### src/rtl/pipe_shifter_if.sv
// pipe_shifter_if: operand/result handshake bundle for pipe_shifter
// master drives operations and out_ready; slave is the shifter
interface pipe_shifter_if #(
    parameter int WIDTH = 32
);
    localparam int SHW = $clog2(WIDTH);

    logic             in_valid;
    logic             in_ready;
    logic [WIDTH-1:0] in_a;
    logic [SHW-1:0]   in_shamt;
    logic [1:0]       in_op;
    logic             out_valid;
    logic             out_ready;
    logic [WIDTH-1:0] out_result;
    logic             out_zero;

    modport master (
        output in_valid,
        output in_a,
        output in_shamt,
        output in_op,
        output out_ready,
        input  in_ready,
        input  out_valid,
        input  out_result,
        input  out_zero
    );

    modport slave (
        input  in_valid,
        input  in_a,
        input  in_shamt,
        input  in_op,
        input  out_ready,
        output in_ready,
        output out_valid,
        output out_result,
        output out_zero
    );
endinterface

### src/rtl/pipe_shifter.sv
// pipe_shifter: pipelined barrel shifter, one stage per shamt bit
// SLL / SRL / SRA / ROR with valid/ready on both sides
module pipe_shifter #(
    parameter int WIDTH = 32
) (
    input logic           clk,
    input logic           rst,
    pipe_shifter_if.slave bus
);
    localparam int SHW = $clog2(WIDTH);

    typedef logic [WIDTH-1:0] word_t;

    logic  adv;
    logic  last_v;
    word_t last_d;

    // Shift by a fixed power-of-two distance s.
    // SRA fills from the sign captured at entry, not from d.
    function automatic word_t step(
        input word_t      d,
        input logic [1:0] op,
        input logic       sg,
        input int         s
    );
        word_t ones;
        word_t r;
        ones = '1;
        r    = d;
        unique case (op)
            2'b00: r = d << s;
            2'b01: r = d >> s;
            2'b10: r = (d >> s) | (sg ? ~(ones >> s) : '0);
            2'b11: r = (d >> s) | (d << (WIDTH - s));
        endcase
        return r;
    endfunction

    // Whole pipeline moves together; a stalled head freezes everything.
    assign adv = !last_v || bus.out_ready;

    for (genvar k = 0; k < SHW; k++) begin : g_st
        localparam int S = 1 << k;

        logic             v_in;
        word_t            d_in;
        logic [1:0]       op_in;
        logic             sg_in;
        logic [SHW-1-k:0] rem_in;
        word_t            d_nx;

        logic             v_q;
        word_t            d_q;

        if (k == 0) begin : g_src
            assign v_in   = bus.in_valid;
            assign d_in   = bus.in_a;
            assign op_in  = bus.in_op;
            assign sg_in  = bus.in_a[WIDTH-1];
            assign rem_in = bus.in_shamt;
        end else begin : g_src
            assign v_in   = g_st[k-1].v_q;
            assign d_in   = g_st[k-1].d_q;
            assign op_in  = g_st[k-1].g_meta.op_q;
            assign sg_in  = g_st[k-1].g_meta.sg_q;
            assign rem_in = g_st[k-1].g_meta.rem_q;
        end

        assign d_nx = rem_in[0] ? step(d_in, op_in, sg_in, S) : d_in;

        // Stage k register: valid and partially shifted data.
        always_ff @(posedge clk) begin
            if (rst) begin
                v_q <= 1'b0;
                d_q <= '0;
            end else if (adv) begin
                v_q <= v_in;
                d_q <= d_nx;
            end
        end

        if (k < SHW - 1) begin : g_meta
            logic [1:0]       op_q;
            logic             sg_q;
            logic [SHW-2-k:0] rem_q;

            // Carry op, entry sign and the not-yet-used shamt bits.
            always_ff @(posedge clk) begin
                if (rst) begin
                    op_q  <= '0;
                    sg_q  <= 1'b0;
                    rem_q <= '0;
                end else if (adv) begin
                    op_q  <= op_in;
                    sg_q  <= sg_in;
                    rem_q <= rem_in[SHW-1-k:1];
                end
            end
        end
    end

    assign last_v = g_st[SHW-1].v_q;
    assign last_d = g_st[SHW-1].d_q;

    assign bus.in_ready   = adv;
    assign bus.out_valid  = last_v;
    assign bus.out_result = last_d;
    assign bus.out_zero   = (last_d == '0);
endmodule

### src/flat_wrapper.sv
// flat-port wrapper written by rule: the top's interface ports become plain ports
module pipe_shifter_flat 
#(
    parameter int WIDTH = 32
)
  (clk, rst, bus_in_valid, bus_in_a, bus_in_shamt, bus_in_op, bus_out_ready, bus_in_ready, bus_out_valid, bus_out_result, bus_out_zero);
  pipe_shifter_if #(.WIDTH(WIDTH)) bus_i ();
  input logic clk;
  input logic rst;
  input wire logic [$bits(bus_i.in_valid)-1:0] bus_in_valid;
  input wire logic [$bits(bus_i.in_a)-1:0] bus_in_a;
  input wire logic [$bits(bus_i.in_shamt)-1:0] bus_in_shamt;
  input wire logic [$bits(bus_i.in_op)-1:0] bus_in_op;
  input wire logic [$bits(bus_i.out_ready)-1:0] bus_out_ready;
  output wire logic [$bits(bus_i.in_ready)-1:0] bus_in_ready;
  output wire logic [$bits(bus_i.out_valid)-1:0] bus_out_valid;
  output wire logic [$bits(bus_i.out_result)-1:0] bus_out_result;
  output wire logic [$bits(bus_i.out_zero)-1:0] bus_out_zero;
  assign bus_i.in_valid = bus_in_valid;
  assign bus_i.in_a = bus_in_a;
  assign bus_i.in_shamt = bus_in_shamt;
  assign bus_i.in_op = bus_in_op;
  assign bus_i.out_ready = bus_out_ready;
  assign bus_in_ready = bus_i.in_ready;
  assign bus_out_valid = bus_i.out_valid;
  assign bus_out_result = bus_i.out_result;
  assign bus_out_zero = bus_i.out_zero;
  pipe_shifter #(.WIDTH(WIDTH)) u_core (.clk(clk), .rst(rst), .bus(bus_i));
endmodule
### config.mk
export PLATFORM = sky130hd
export DESIGN_NAME = pipe_shifter_flat
export DESIGN_NICKNAME = d
export VERILOG_FILES = /design/src/rtl/pipe_shifter_if.sv /design/src/rtl/pipe_shifter.sv /design/src/flat_wrapper.sv
export SDC_FILE = /design/constraint.sdc
export NUM_CORES = 1
export LEC_CHECK = 0
export CORE_UTILIZATION = 28
export CTS_BUF_LIST = sky130_fd_sc_hd__clkbuf_8 sky130_fd_sc_hd__clkbuf_16
export CTS_CLUSTER_DIAMETER = 150
export DETAILED_ROUTE_END_ITERATION = 6
export HOLD_SLACK_MARGIN = 0.12
export SLEW_MARGIN = 5
export SYNTH_ARGS = -nofsm -noshare
export SYNTH_HDL_FRONTEND = slang
export SYNTH_SLANG_ARGS = --single-unit
### constraint.sdc
create_clock -name clk -period 3.2 [get_ports clk]
set_input_delay 0.48 -clock clk [delete_from_list [all_inputs] [get_ports clk]]
set_output_delay 0.48 -clock clk [all_outputs]
set_load 0.1 [all_outputs]
# Yosys cells after proc, flatten, opt, wreduce, memory -nomap -nowiden

Index checks and enable logic that the tools add are counted.

RAM bits: 0
Memories kept: 0
Logic and storage cells: 70
Output and inout bits: 35
Register bits after elaboration: 187
Bits in latches: 0
Bits in read-only memories: 0

Multipliers: 0
Add/subtract/negate cells: 0
Reductions and logical operators: 8
Divide/modulo/power cells: 0
Equal/unequal tests: 15
Shift-type cells: 0
Magnitude comparators: 0
Muxes and demuxes: 15
Bitwise gates (word level): 10

Operator list:

| operator                                       | count |
|---|---|
| case mux 32 bit (4 select lines)               | 5 |
| two-way mux 32 bit                             | 10 |
| bitwise OR 16 x 32 -> 32 bit                   | 2 |
| bitwise OR 24 x 32 -> 32 bit                   | 2 |
| bitwise OR 28 x 32 -> 32 bit                   | 2 |
| bitwise OR 30 x 32 -> 32 bit                   | 2 |
| bitwise OR 31 x 32 -> 32 bit                   | 2 |
| zero test 32 bit                               | 1 |
| == test 2 bit (second input constant)          | 10 |
| == test 2 x 1 -> 1 bit (second input constant) | 5 |
| zero test 2 bit                                | 5 |
| zero test 1 bit                                | 1 |
| logical OR 1 bit                               | 1 |

# Longest topological paths before layout

Gate-level depths: netlist of run 1.

Word-level depth: 4
Depth in mapped cells: 6
Mapped depth without buffers: 4

# Worst setup path before layout of run 1

Ideal clock, no wire load.

Kind: register to output
From: reg u_core.g_st[4].d_q[25] (netlist: u_core.bus.out_result[25])
To: out bus_out_zero
Required time: 2.720 ns
Arrival: 2.410 ns
Cell stages (with the launch flop): 4
Buffers on the path: 0
Path slack: 0.310 ns
Path through: dfxtp_1 > nor4_1 > nand4_1 > nor2_1

Cells in the longest elaborated chain, start to end: 1

RTL lines:

| element                  | RTL line            | text |
|---|---|---|
| start: declaration       | pipe_shifter.sv:53  | `word_t d_q;` |
| start signal: assignment | pipe_shifter.sv:78  | `d_q <= d_nx;` |
| zero test 32 bit         | pipe_shifter.sv:108 | `assign bus.out_zero = (last_d == '0);` |
| end: declaration         | flat_wrapper.sv:18  | `output wire logic [$bits(bus_i.out_zero)-1:0] bus_out_zero;` |

Every way passes these cells.

# Worst setup path in the final report of run 1

From: reg u_core.g_st[4].v_q (netlist: u_core.bus.out_valid)
To: out bus_out_valid

RTL lines:

| element                  | RTL line           | text |
|---|---|---|
| start: declaration       | pipe_shifter.sv:52 | `logic v_q;` |
| start signal: assignment | pipe_shifter.sv:77 | `v_q <= v_in;` |
| end: declaration         | flat_wrapper.sv:16 | `output wire logic [$bits(bus_i.out_valid)-1:0] bus_out_valid;` |

No word-level cell between the ends.

==> results by stage, run 1 <==
Detailed routing:
- The average vias per placed instance is 5.46.
- The number of nets with antenna violations after routing is 0.
- The total number of vias is 9482.
- The pre-antenna-repair detailed-routing pass consisted of 7 iterations.
- The DRC violation total after the first TritonRoute iteration is 755.
- The post-detailed-route DRC marker count is 6.
- The routed length per placed instance is 16.4 um.
- The detailed-route wire length is 28500 um.

Yosys:
- The largest area contributor in the netlist is dfxtp_1.
- After synthesis, the cell types taking the most area are dfxtp_1 (37%), a311o_1 (9.6%), or3b_1 (8.0%).
- During synthesis, Yosys emitted a total of 0 warnings.
- The top flip-flop cell by instance count after synthesis is dfxtp_1.
- The number of register bits inferred by synthesis is 187.
- The post-synthesis instance total is 1292.
- The number of nets in the synthesized netlist is between 1000 and 1500.
- The proportion of register bits with asynchronous set or reset after synthesis is 0%.
- Summed over its instances, the top area cell type makes up 36.6% of the synthesized netlist area.
- In this run, distinct cell masters in the synthesized netlist total 35.
- By instance count, the leading cell after synthesis is dfxtp_1.
- In this run the mean area of a mapped cell was 7.91 um2.
- The commonest cells after synthesis are dfxtp_1 (187), nand2_1 (152), nor2_1 (132), o21ai_0 (129), a21oi_1 (121).
- After synthesis, flip-flops and latches occupy between 30% and 40% of the total area.
- The number of synthesized flops with an enable pin is 0.
- The cell area that synthesis handed to floorplanning was 10200 um2.

Setup path:
- The cell family contributing the most delay on the critical path is buffers and inverters.
- The worst setup path is of the register to output pin kind.
- Walking the worst path, the cells encountered are clkdlybuf4s50_1.
- The arrival time at the worst endpoint is 1.90 ns.
- Among all stages on the critical path, the largest delay is contributed by clkdlybuf4s50_1.
- The worst register-to-register path has a depth of 4.
- The number of buffers and inverters on the critical path is 1.
- On the worst path, the slowest cell contributes a delay of about 1.1 ns.
- The setup slack on the worst flop-to-flop path is 0.99 ns.
- STA classifies the critical path endpoint as an output pin.
- Of all nets on the critical path, the largest fanout is 2.
- The type of origin of the critical path is a register.
- The total number of cells along the worst setup path is 1.
- The required time at the worst-slack endpoint is 2.72 ns.

Timing:
- For the pin with the worst max-slew slack, the measured transition is 1.28 ns.
- The final critical delay including setup and external delays is 2.38 ns.
- The setup TNS after final layout is 0 ns.
- The maximum operating frequency is roughly 420 MHz.
- Between clock sinks in the finished design, the worst skew comes to 0.0111 ns.
- The share of the clock period used by the worst path after layout is between 70 and 80%.
- The setup violation total in the final timing report is 0.
- The worst slew margin relative to its limit is 14.3%.
- Setup slack on the critical path of the routed design comes to 0.820 ns.
- The number of hold-slack violations in the final timing report came to 0.
- The number of max-slew violations in the final report is 0.
- Setup repair after global routing left no endpoint under its margin.

GRT:
- The number of global-route vias before repair was 8465.
- The initial antenna violation count is 0.
- The total global routing track utilization is 15.3%.
- The maximum number of pins on one net before global-route repair is between 90 and 100.
- The overflow left after global routing is 0.
- The first-pass GRT wire length is 46000 um.

Place:
- The worst slack at placement is 0.733 ns.
- Buffers placed on the I/O ports in this run total a little under 80.
- The last weighted congestion value of the routability-driven placer is around 0.76.
- The detailed placement HPWL is 18600 um.

Min path:
- The cell depth of the worst min-delay path is 2.
- The min-delay analysis places its worst path in the category register to register.

Die:
- The die width is 193 um.
- In this run the count of I/O pins placed on the die edge is a little under 80.
- The overall die height is 193 um.
- The die footprint is 37300 um2.
- The total number of placement rows is 69.
- The total area inside the core boundary comes to 35700 um2.
- The starting density of the core is 28.6%.

CTS:
- The CTS tree is done.
- Buffers added to address setup during post-CTS repair amount to 0.
- The clock sink count is about 190.
- The number of cells upsized or downsized after cts is 0.
- The clock slew seen by the registers of the worst setup and hold paths is 0.07 ns.
- The number of clock buffers added by TritonCTS is 17.
- CTS built an H-tree with a depth of 4.
- The count of hold buffers inserted by post-cts repair is 0.
- The clock passes through at most 2 buffers.
- The cell sitting at the root of the clock tree is a clkbuf_16.
- At the later pin of the worst-skew pair, clock insertion delay measures 0.44 ns.

Pwr:
- The cell internal power dissipation is between 3 and 4 mW.
- Net switching is about 29% of the power.
- In this run the power density over the cells is roughly 470 nW/um2.
- The leakage dissipation is 3.79 nW.
- The analysis attributes to net switching a power of about 1.6 mW.
- The worst-case IR drop observed on VDD is roughly 0.00037 V.
- The relative contribution of sequential cells to total power is 47.7%.
- The combinational group share of total power is 14.8%.
- Per report_power, the clock group accounts for 37.5% of the total.

Final layout:
- Compared with the post-synthesis result, the final layout area differs by 14.0%.
- The share of final-layout standard cells stronger than drive strength 1 is 9.63%.
- The share of the core filled with cells is roughly a third.
- The number of inserted diodes is 0.
- In the final design database the tool counted between 1000 and 1500 nets.

Status:
- The flow ran to the end, but the final reports show violations.
- The checks that failed: design-rule violations.

Job:
- The max-cap check violation count is 0.
state kept, by name (all words and copies together) (netlist names):
register	cells
u_core.g_st.d_q	128
u_core.bus.out_result	32
u_core.g_st.g_meta.rem_q	10
u_core.g_st.g_meta.op_q	8
u_core.g_st.g_meta.sg_q	4
u_core.g_st.v_q	4
u_core.bus.out_valid	1
cells in the final DEF (no fill, tap or decap), types with 5 or more instances in the layout:
cell type,n
a211oi_1,30
buf_4,59
a21oi_1,121
clkbuf_16,17
and2_1,14
mux2_2,15
nor3b_1,14
clkdlybuf4s50_1,41
or3b_2,5
nor2_1,132
nor4_1,8
a221oi_1,31
nand3b_1,30
inv_1,7
or3b_1,93
o31ai_1,30
nand2_1,152
o21ai_0,129
dfxtp_1,185
nor3_1,30
a311o_1,98
power groups by stage:
stage	Sequential [mW]	Combinational [mW]	Clock (mW)
CTS	2.63	0.816	2.11
global placement	2.68	0.801	0
finish	2.64	0.816	2.08
detailed placement	2.69	0.814	0
floorplan	2.70	0.553	0
global route	2.66	0.894	2.23
routing by layer:
metal	part of all wire [%]	global-route usage, %	vias to the layer above
met5	0	0	-
met4	1.2	3.94	0
met3	3.2	2.30	18
met2	44	23.2	169
met1	51	22.5	4595
li1	-	-	4700
cells by family after synthesis:
| family | after synthesis | synth area share, % |
|---|---|---|
| xor gates and xnor gates | 1 | 0.0857 |
| muxes | 15 | 1.65 |
| AOI/OAI and AO/OA | 446 | 29.5 |
| and+or+nand+nor | 486 | 25.4 |
| buffers and inverters | 157 | 6.75 |
| DFF | 187 | 36.6 |
layout make-up:
cell class / count / area, um2
clock buffers: 20 / 467
repair buffers: 106 / 950
fillers: 3867 / 24100
flip-flops and latches: 187 / 3750
inverters: 6 / 22.5
well taps: 461 / 577
clock inverters: 10 / 93.8
multi-input cells: 948 / 5790
final timing paths:
path	end	from
setup / recovery	bus_out_valid	u_core.bus.out_valid
hold / removal	u_core.g_st[1].g_meta.rem_q[2]	u_core.g_st[1].g_meta.rem_q[2]
setup reg to reg	u_core.g_st[1].d_q[8]	u_core.g_st[0].g_meta.op_q[1]
hold reg to reg	u_core.g_st[1].g_meta.rem_q[2]	u_core.g_st[1].g_meta.rem_q[2]
per-stage QoR:
stage	power [mW]	cells	hold WS [ns]	area [um2]
CTS	5.56	1738	0.452	11600
global placement	3.48	1708	0.435	11100
detailed placement	3.50	1708	0.442	11100
floorplan	3.25	1292	0.428	10200
global route	5.78	1738	0.481	11600
finish	5.53	1738	0.452	11600
(Power assumes the default switching activity.)
==> inputs of run 2 (changes only) <==
==> constraint.sdc (replaced) <==
create_clock -name clk -period 2 [get_ports clk]
set_input_delay 0.3 -clock clk [delete_from_list [all_inputs] [get_ports clk]]
set_output_delay 0.3 -clock clk [all_outputs]
set_load 0.1 [all_outputs]
==> results by stage, run 2 (synthesis gave the netlist of run 1 again) <==
Status:
- The flow ran to the end, but the final reports show violations.
- The checks that failed: design-rule violations.

Setup path:
- The number of buffers and inverters on the critical path is 1 (unchanged).
- The worst setup path is captured at an output pin.
- The required time at the worst-slack endpoint is 1.70 ns (-1.02 ns).
- The type of origin of the critical path is a register.
- The number of cells on the worst reg-to-reg path is 4 (unchanged).
- The signal on the critical path passes through nor4_4, nand4_1, nor2_4, buf_12.
- The arrival time at the worst endpoint is 1.64 ns (-0.26 ns).
- The total number of cells along the worst setup path is 4 (+3).
- On the critical path the largest part of the delay comes from simple AND/OR/NAND/NOR gates.
- The critical path class is register to output pin.
- The start of the worst register-to-register path is u_core.g_st[0].g_meta.op_q[0].
- The highest fanout seen on the critical path came to 3 (+1).
- The endpoint of the worst setup timing path is bus_out_zero.
- The slowest cell on the critical path is dfxtp_2.
- The setup slack on the worst flop-to-flop path is 0.33 ns (-0.66 ns).
- The longest individual stage delay on the worst path is 0.35 ns (-0.78 ns).
- The critical path starts at u_core.bus.out_result[2].
- The endpoint identified for the worst register-to-register timing path is u_core.g_st[1].d_q[9].

Detailed routing:
- The number of nets with antenna violations after routing is 0 (unchanged).
- The routed length per placed instance was 16.1 um (-1.8%).
- The average vias per placed instance came to 5.40 (-0.94%).
- The DRC violation total after the first TritonRoute iteration was 746 (-1.2%).
- The post-detailed-route DRC marker count is 6 (unchanged).
- The first-pass iteration count of the detailed router came to 7 (unchanged).
- The detailed-route wire length is 28600 um (+0.17%).
- The total number of vias is 9577 (+1.0%).

GRT:
- The overflow left after global routing is 0 (unchanged).
- The first-pass GRT wire length came to 45900 um (-0.18%).
- The met1 track demand over resource came to 21.7% (-0.78 points).
- The global routing's busiest layer is met2.
- The initial antenna violation count is 0 (unchanged).
- The total global routing track utilization was 15.4% (+0.082 points).
- The met2 capacity usage during global routing is 24.1% (+0.89 points).
- The maximum number of pins on one net before global-route repair is 74 (-20%).
- The global routing usage on met3 is 2.55% (+0.25 points).
- The number of global-route vias before repair came to 8428 (-0.44%).

Timing:
- The number of hold-slack violations in the final timing report is 0 (unchanged).
- The worst-case clock skew was 0.00771 ns (-0.00335 ns).
- Based on the critical path, the design can be clocked at up to between 500 and 600 MHz.
- The final critical delay including setup and external delays is 1.94 ns.
- The setup violation total in the final timing report came to 0 (unchanged).
- Setup repair after global routing could not meet its margin everywhere.
- The worst-margin pin slew was 0.564 ns (-0.720 ns).
- Of the available clock period, the critical path in the final layout requires 97.0%.
- The number of max-slew violations in the final report is 0 (unchanged).
- The worst slew margin relative to its limit is 62.4% (+48 points).
- The setup TNS after final layout is 0 ns (unchanged).

Place:
- The detailed placement HPWL came to 19500 um (+4.9%).
- The quantity of I/O buffers inserted on ports was 77 (unchanged).
- The post-place instance area is 11600 um2 (+4.2%).
- The last weighted congestion value of the routability-driven placer is 0.811 (+6.2%).

Die:
- The number of ports placed on the die boundary came to 78 (unchanged).
- The area of the core was 35700 um2 (unchanged).
- The starting density of the core is 28.6% (unchanged).
- The die footprint is 37300 um2 (unchanged).
- The overall die height is 193 um (unchanged).
- The die width is 193 um (unchanged).
- The total number of placement rows is 69 (unchanged).

Min path:
- The cell depth of the worst min-delay path is 2 (unchanged).
- The worst min-delay path class is input pin to register.

Job:
- The max-cap check violation count is 0 (unchanged).

Final layout:
- The share of final-layout standard cells stronger than drive strength 1 is 13.0% (+3.4 points).
- Leaving out fill and tap cells, the most frequent cells in the layout are dfxtp_1 (179), nand2_1 (152), nor2_1 (131).
- The final design area excluding fillers is 12300 um2 (+5.3%).
- Leaving out fill and tap cells, the most frequent cell in the layout is dfxtp_1.
- The flip-flop count of the largest register, all copies and words added was 128 (unchanged).
- The register containing the most flip-flops in the final layout is u_core.g_st.d_q.
- The final net count came to 1341 (+2.4%).
- From synthesis to final layout, the design area changed by 20.0%.
- The number of inserted diodes is 0 (unchanged).

CTS:
- The clock slew seen by the registers of the worst setup and hold paths is 0.08 ns (about the same).
- The clock buffer count from CTS is 17 (unchanged).
- The latest clock arrival within the worst-skew pair was 0.44 ns (about the same).
- The maximum clock path buffer count is 2 (unchanged).
- The H-tree depth was 4 (unchanged).
- Clock tree synthesis selected as its root buffer the cell clkbuf_16.
- TritonCTS built the clock tree.
- The clock sink count came to 187 (unchanged).

Pwr:
- The leakage dissipation was 4.09 nW (+7.9%).
- The total power per unit cell area was 764 nW/um2 (+61%).
- The power consumption was 9.38 mW (+70%).
- The maximum resistive drop on vdd is 0.000509 V (+37%).
## run 2: cell count changes in the layout (fill, tap and decap cells not counted), moves of 2 or more
cell / change
buf_12: +18
buf_4: +15
dfxtp_1: -6
dfxtp_2: +6
inv_8: +6
nor4_1: -5
bufinv_16: +3
clkbuf_8: -3
clkinvlp_4: -3
nor4_2: +3
nor4_4: +2
## run 2: final cells by class
cell class              instances  area, um2
inverters                       6       22.5
repair buffers                138       1410
flip-flops and latches        187       3750
multi-input cells             948       5850
clock inverters                15        225
well taps                     461        577
clock buffers                  17        425
fillers                      3760      23500
## run 2: per-stage QoR
| step | util, % | hold slack (ns) | instances | setup WS (ns) |
|---|---|---|---|---|
| 2_1_floorplan | - | 0.428 | 1292 | -0.0128 |
| 3_3_place_gp | 32.3 | 0.439 | 1739 | 0.115 |
| 3_5_place_dp | 32.3 | 0.444 | 1739 | 0.102 |
| 4_1_cts | 34.3 | 0.183 | 1772 | 0.00258 |
| 5_1_grt | 34.3 | 0.196 | 1772 | -0.0112 |
| 6_report | 34.3 | 0.205 | 1772 | 0.0609 |
## run 2: worst min-delay path by stage
stage	startpoint	to	slack, ns
CTS	rst	u_core.bus.out_valid	0.18
global route	rst	u_core.bus.out_valid	0.20
floorplan	u_core.g_st[3].g_meta.sg_q	u_core.g_st[3].g_meta.sg_q	0.43
detailed placement	u_core.g_st[3].v_q	u_core.g_st[3].v_q	0.44
global placement	u_core.g_st[0].v_q	u_core.g_st[0].v_q	0.44
finish	rst	u_core.bus.out_valid	0.21
## run 2: report_power, final
part	switching (mW)	internal (mW)	leakage, nW
clock network	1.59	2.15	0.321
registers	0.240	3.94	1.54
logic	0.805	0.650	2.23
## run 2: repair_timing
action                     4_1_cts  5_1_grt
resized for setup               10        3
setup buffers                    1        0
pin swaps                        4        5
setup endpoints to repair        1        1
hold buffers                     0        0
## run 2: per-layer routing
layer / share of wire [%] / wire [um]
met4: 1.3 / 378
met1: 49 / 14100
met3: 3.7 / 1050
met5: 0 / 0
met2: 46 / 13100
==> inputs of run 3 (changes only) <==
--- a/config.mk
+++ b/config.mk
@@ -5,11 +5,12 @@
 export SDC_FILE = /design/constraint.sdc
 export NUM_CORES = 1
 export LEC_CHECK = 0
-export CORE_UTILIZATION = 28
+export CORE_UTILIZATION = 53
 export CTS_BUF_LIST = sky130_fd_sc_hd__clkbuf_8 sky130_fd_sc_hd__clkbuf_16
 export CTS_CLUSTER_DIAMETER = 150
 export DETAILED_ROUTE_END_ITERATION = 6
 export HOLD_SLACK_MARGIN = 0.12
+export PLACE_DENSITY = 0.87
 export SLEW_MARGIN = 5
 export SYNTH_ARGS = -nofsm -noshare
 export SYNTH_HDL_FRONTEND = slang
==> results by stage, run 3 (synthesis gave the netlist of run 1 again) <==
Final layout:
- Leaving out fill and tap cells, the most frequent cells in the layout are dfxtp_1 (184), nand2_1 (152), nor2_1 (131).
- The library cell used most frequently in the layout, excluding fill and tap cells, is dfxtp_1.
- The flip-flop count of the largest register, all copies and words added is 128 (unchanged).
- The number of inserted diodes was 0 (unchanged).
- From synthesis to final layout, the design area changed by 15.9%.
- The share of final-layout standard cells stronger than drive strength 1 came to 11.4% (-1.6 points).
- The register containing the most flip-flops in the final layout is u_core.g_st.d_q.
- The share of the core filled with cells is 62.9% (+29 points).
- The final net count is 1324 (-1.3%).

Detailed routing:
- The first-pass iteration count of the detailed router was 5 (-2).
- The DRC violation total after the first TritonRoute iteration was 950 (+27%).
- The average vias per placed instance is 6.35 (+17%).
- The number of nets with antenna violations after routing is 0 (unchanged).
- The total number of vias came to 9867 (+3.0%).
- The post-detailed-route DRC marker count is 0 (-6).
- The detailed-route wire length was 26800 um (-6.4%).
- The routed length per placed instance is 17.2 um (+6.7%).

Setup path:
- In this design, the largest share of critical-path delay is due to simple AND/OR/NAND/NOR gates.
- The required time at the worst-slack endpoint came to 1.70 ns (about the same).
- The number of buffers and inverters on the critical path is 1 (unchanged).
- The critical path goes through nor4_1, nand4_1, nor2_4, buf_12.
- The slowest cell on the critical path is dfxtp_1.
- The type of origin of the critical path is a register.
- The highest fanout seen on the critical path came to 3 (unchanged).
- The longest individual stage delay on the worst path is 0.34 ns (about the same).
- The critical path class is register to output pin.
- The worst setup path is captured at an output pin.
- The arrival time at the worst endpoint is 1.67 ns (+0.03 ns).

CTS:
- The maximum clock path buffer count is 2 (unchanged).
- The clock root buffer is clkbuf_16.
- The H-tree depth is 4 (unchanged).
- The clock slew seen by the registers of the worst setup and hold paths is 0.07 ns (about the same).
- The post-CTS repair timing setup buffer count is 0 (-1).
- The clock buffer count from CTS came to 17 (unchanged).
- The latest clock arrival within the worst-skew pair is 0.44 ns (about the same).
- TritonCTS built the clock tree.
- The clock sink count was 187 (unchanged).

Pwr:
- The total power per unit cell area is 754 nW/um2 (-1.3%).
- The leakage dissipation was 3.96 nW (-3.0%).
- The maximum resistive drop on vdd was 0.000648 V (+27%).
- The power consumption is 8.93 mW (-4.7%).

Timing:
- The maximum operating frequency is 507 MHz (-1.6%).
- The share of the clock period used by the worst path after layout was 98.5% (+1.6 points).
- The final critical delay including setup and external delays is 1.97 ns (+0.0319 ns).
- The number of max-slew violations in the final report is 0 (unchanged).
- The worst slew margin relative to its limit is 49.0% (-13 points).
- The number of hold-slack violations in the final timing report came to 0 (unchanged).
- The setup violation total in the final timing report was 0 (unchanged).
- The final critical-path setup slack is 0.0290 ns (-0.0319 ns).
- The worst-margin pin slew was 0.762 ns (+0.198 ns).
- The final hold slack was 0.357 ns (+0.152 ns).
- The worst-case clock skew is 0.0139 ns (+0.00620 ns).

Place:
- The detailed placement HPWL is 17600 um (-9.9%).
- The last weighted congestion value of the routability-driven placer is 0.959 (+18%).
- The worst slack at placement is 0.0537 ns (-0.0485 ns).
- The quantity of I/O buffers inserted on ports is 77 (unchanged).

Die:
- The starting density of the core came to 54.3% (+26 points).
- The die footprint was 19800 um2 (-47%).
- The number of ports placed on the die boundary is 78 (unchanged).
- The overall die height is 141 um (-27%).
- The total number of placement rows is 50 (-28%).
- The die width was 141 um (-27%).
- The area of the core is 18800 um2 (-47%).

Status:
- The run finished with clean final reports.

GRT:
- The maximum number of pins on one net before global-route repair is 69 (-6.8%).
- The initial antenna violation count is 0 (unchanged).
- The number of global-route vias before repair came to 8718 (+3.4%).
- The overflow left after global routing came to 0 (unchanged).
- The total global routing track utilization is 27.0% (+12 points).
- The first-pass GRT wire length is 43700 um (-4.8%).

Job:
- The max-cap check violation count came to 0 (unchanged).

Min path:
- The worst min-delay path class is input pin to register.
run 3: cell types whose count changed in the layout (fill, tap and decap cells not counted), moves of 2 or more:
| cell | change |
|---|---|
| buf_12 | +4 |
| buf_4 | -22 |
| bufinv_16 | -3 |
| clkinvlp_4 | +2 |
| dfxtp_1 | +5 |
| dfxtp_2 | -5 |
| inv_6 | +4 |
| inv_8 | -5 |
| nor4_4 | -2 |
run 3: path summary, 6_finish.rpt:
path / startpoint / to / slack, ns / cells after the start
worst min-delay path: bus_in_shamt[0] / u_core.g_st[0].d_q[0] / 0.36 / 3
worst min register to register: u_core.g_st[0].v_q / u_core.g_st[0].v_q / 0.46 / 2
worst max-delay path: u_core.bus.out_result[20] / bus_out_zero / 0.03 / 4
worst max register to register: u_core.g_st[3].g_meta.rem_q / u_core.bus.out_result[13] / 0.11 / 4
run 3: metrics by stage:
stage | area [um2] | TNS [ns] | std cells
3_3_place_gp | 11200 | 0 | 1521
6_report | 11800 | 0 | 1554
5_1_grt | 11800 | -0.0471 | 1554
3_5_place_dp | 11200 | 0 | 1521
2_1_floorplan | 10200 | -0.0128 | 1292
4_1_cts | 11800 | 0 | 1554
run 3: final cells by class:
cell class | instances | area (um2)
Clock buffer | 18 | 439
Clock inverter | 14 | 134
Fill cell | 1559 | 6990
Inverter | 6 | 22.5
Multi-Input combinational cell | 948 | 5830
Sequential cell | 187 | 3750
Tap cell | 260 | 325
Timing Repair Buffer | 121 | 1340
run 3: per-layer routing:
layer | wire length [um] | vias up | global-route usage [%]
met5 | 0 | - | 0
met4 | 927 | 0 | 11.8
met3 | 1340 | 65 | 4.18
met2 | 12700 | 345 | 44.2
met1 | 11700 | 4702 | 35.3
li1 | - | 4755 | -
run 3: tightest hold or removal path, delay by kind of cell:
kind / cells / cell delay [ns]
buffers and inverters: 1 / 0.21
AOI/OAI and AO/OA: 2 / 0.23
run 3: power by group:
part	switching (mW)	internal [mW]
Sequential	0.238	3.94
Combinational	0.794	0.632
Clock	1.55	1.78
run 3: what timing repair did:
item	CTS	global route
resized for setup	1	5
pin swaps	0	4
hold endpoints to repair	2	0
hold buffers	1	0
setup endpoints to repair	1	17
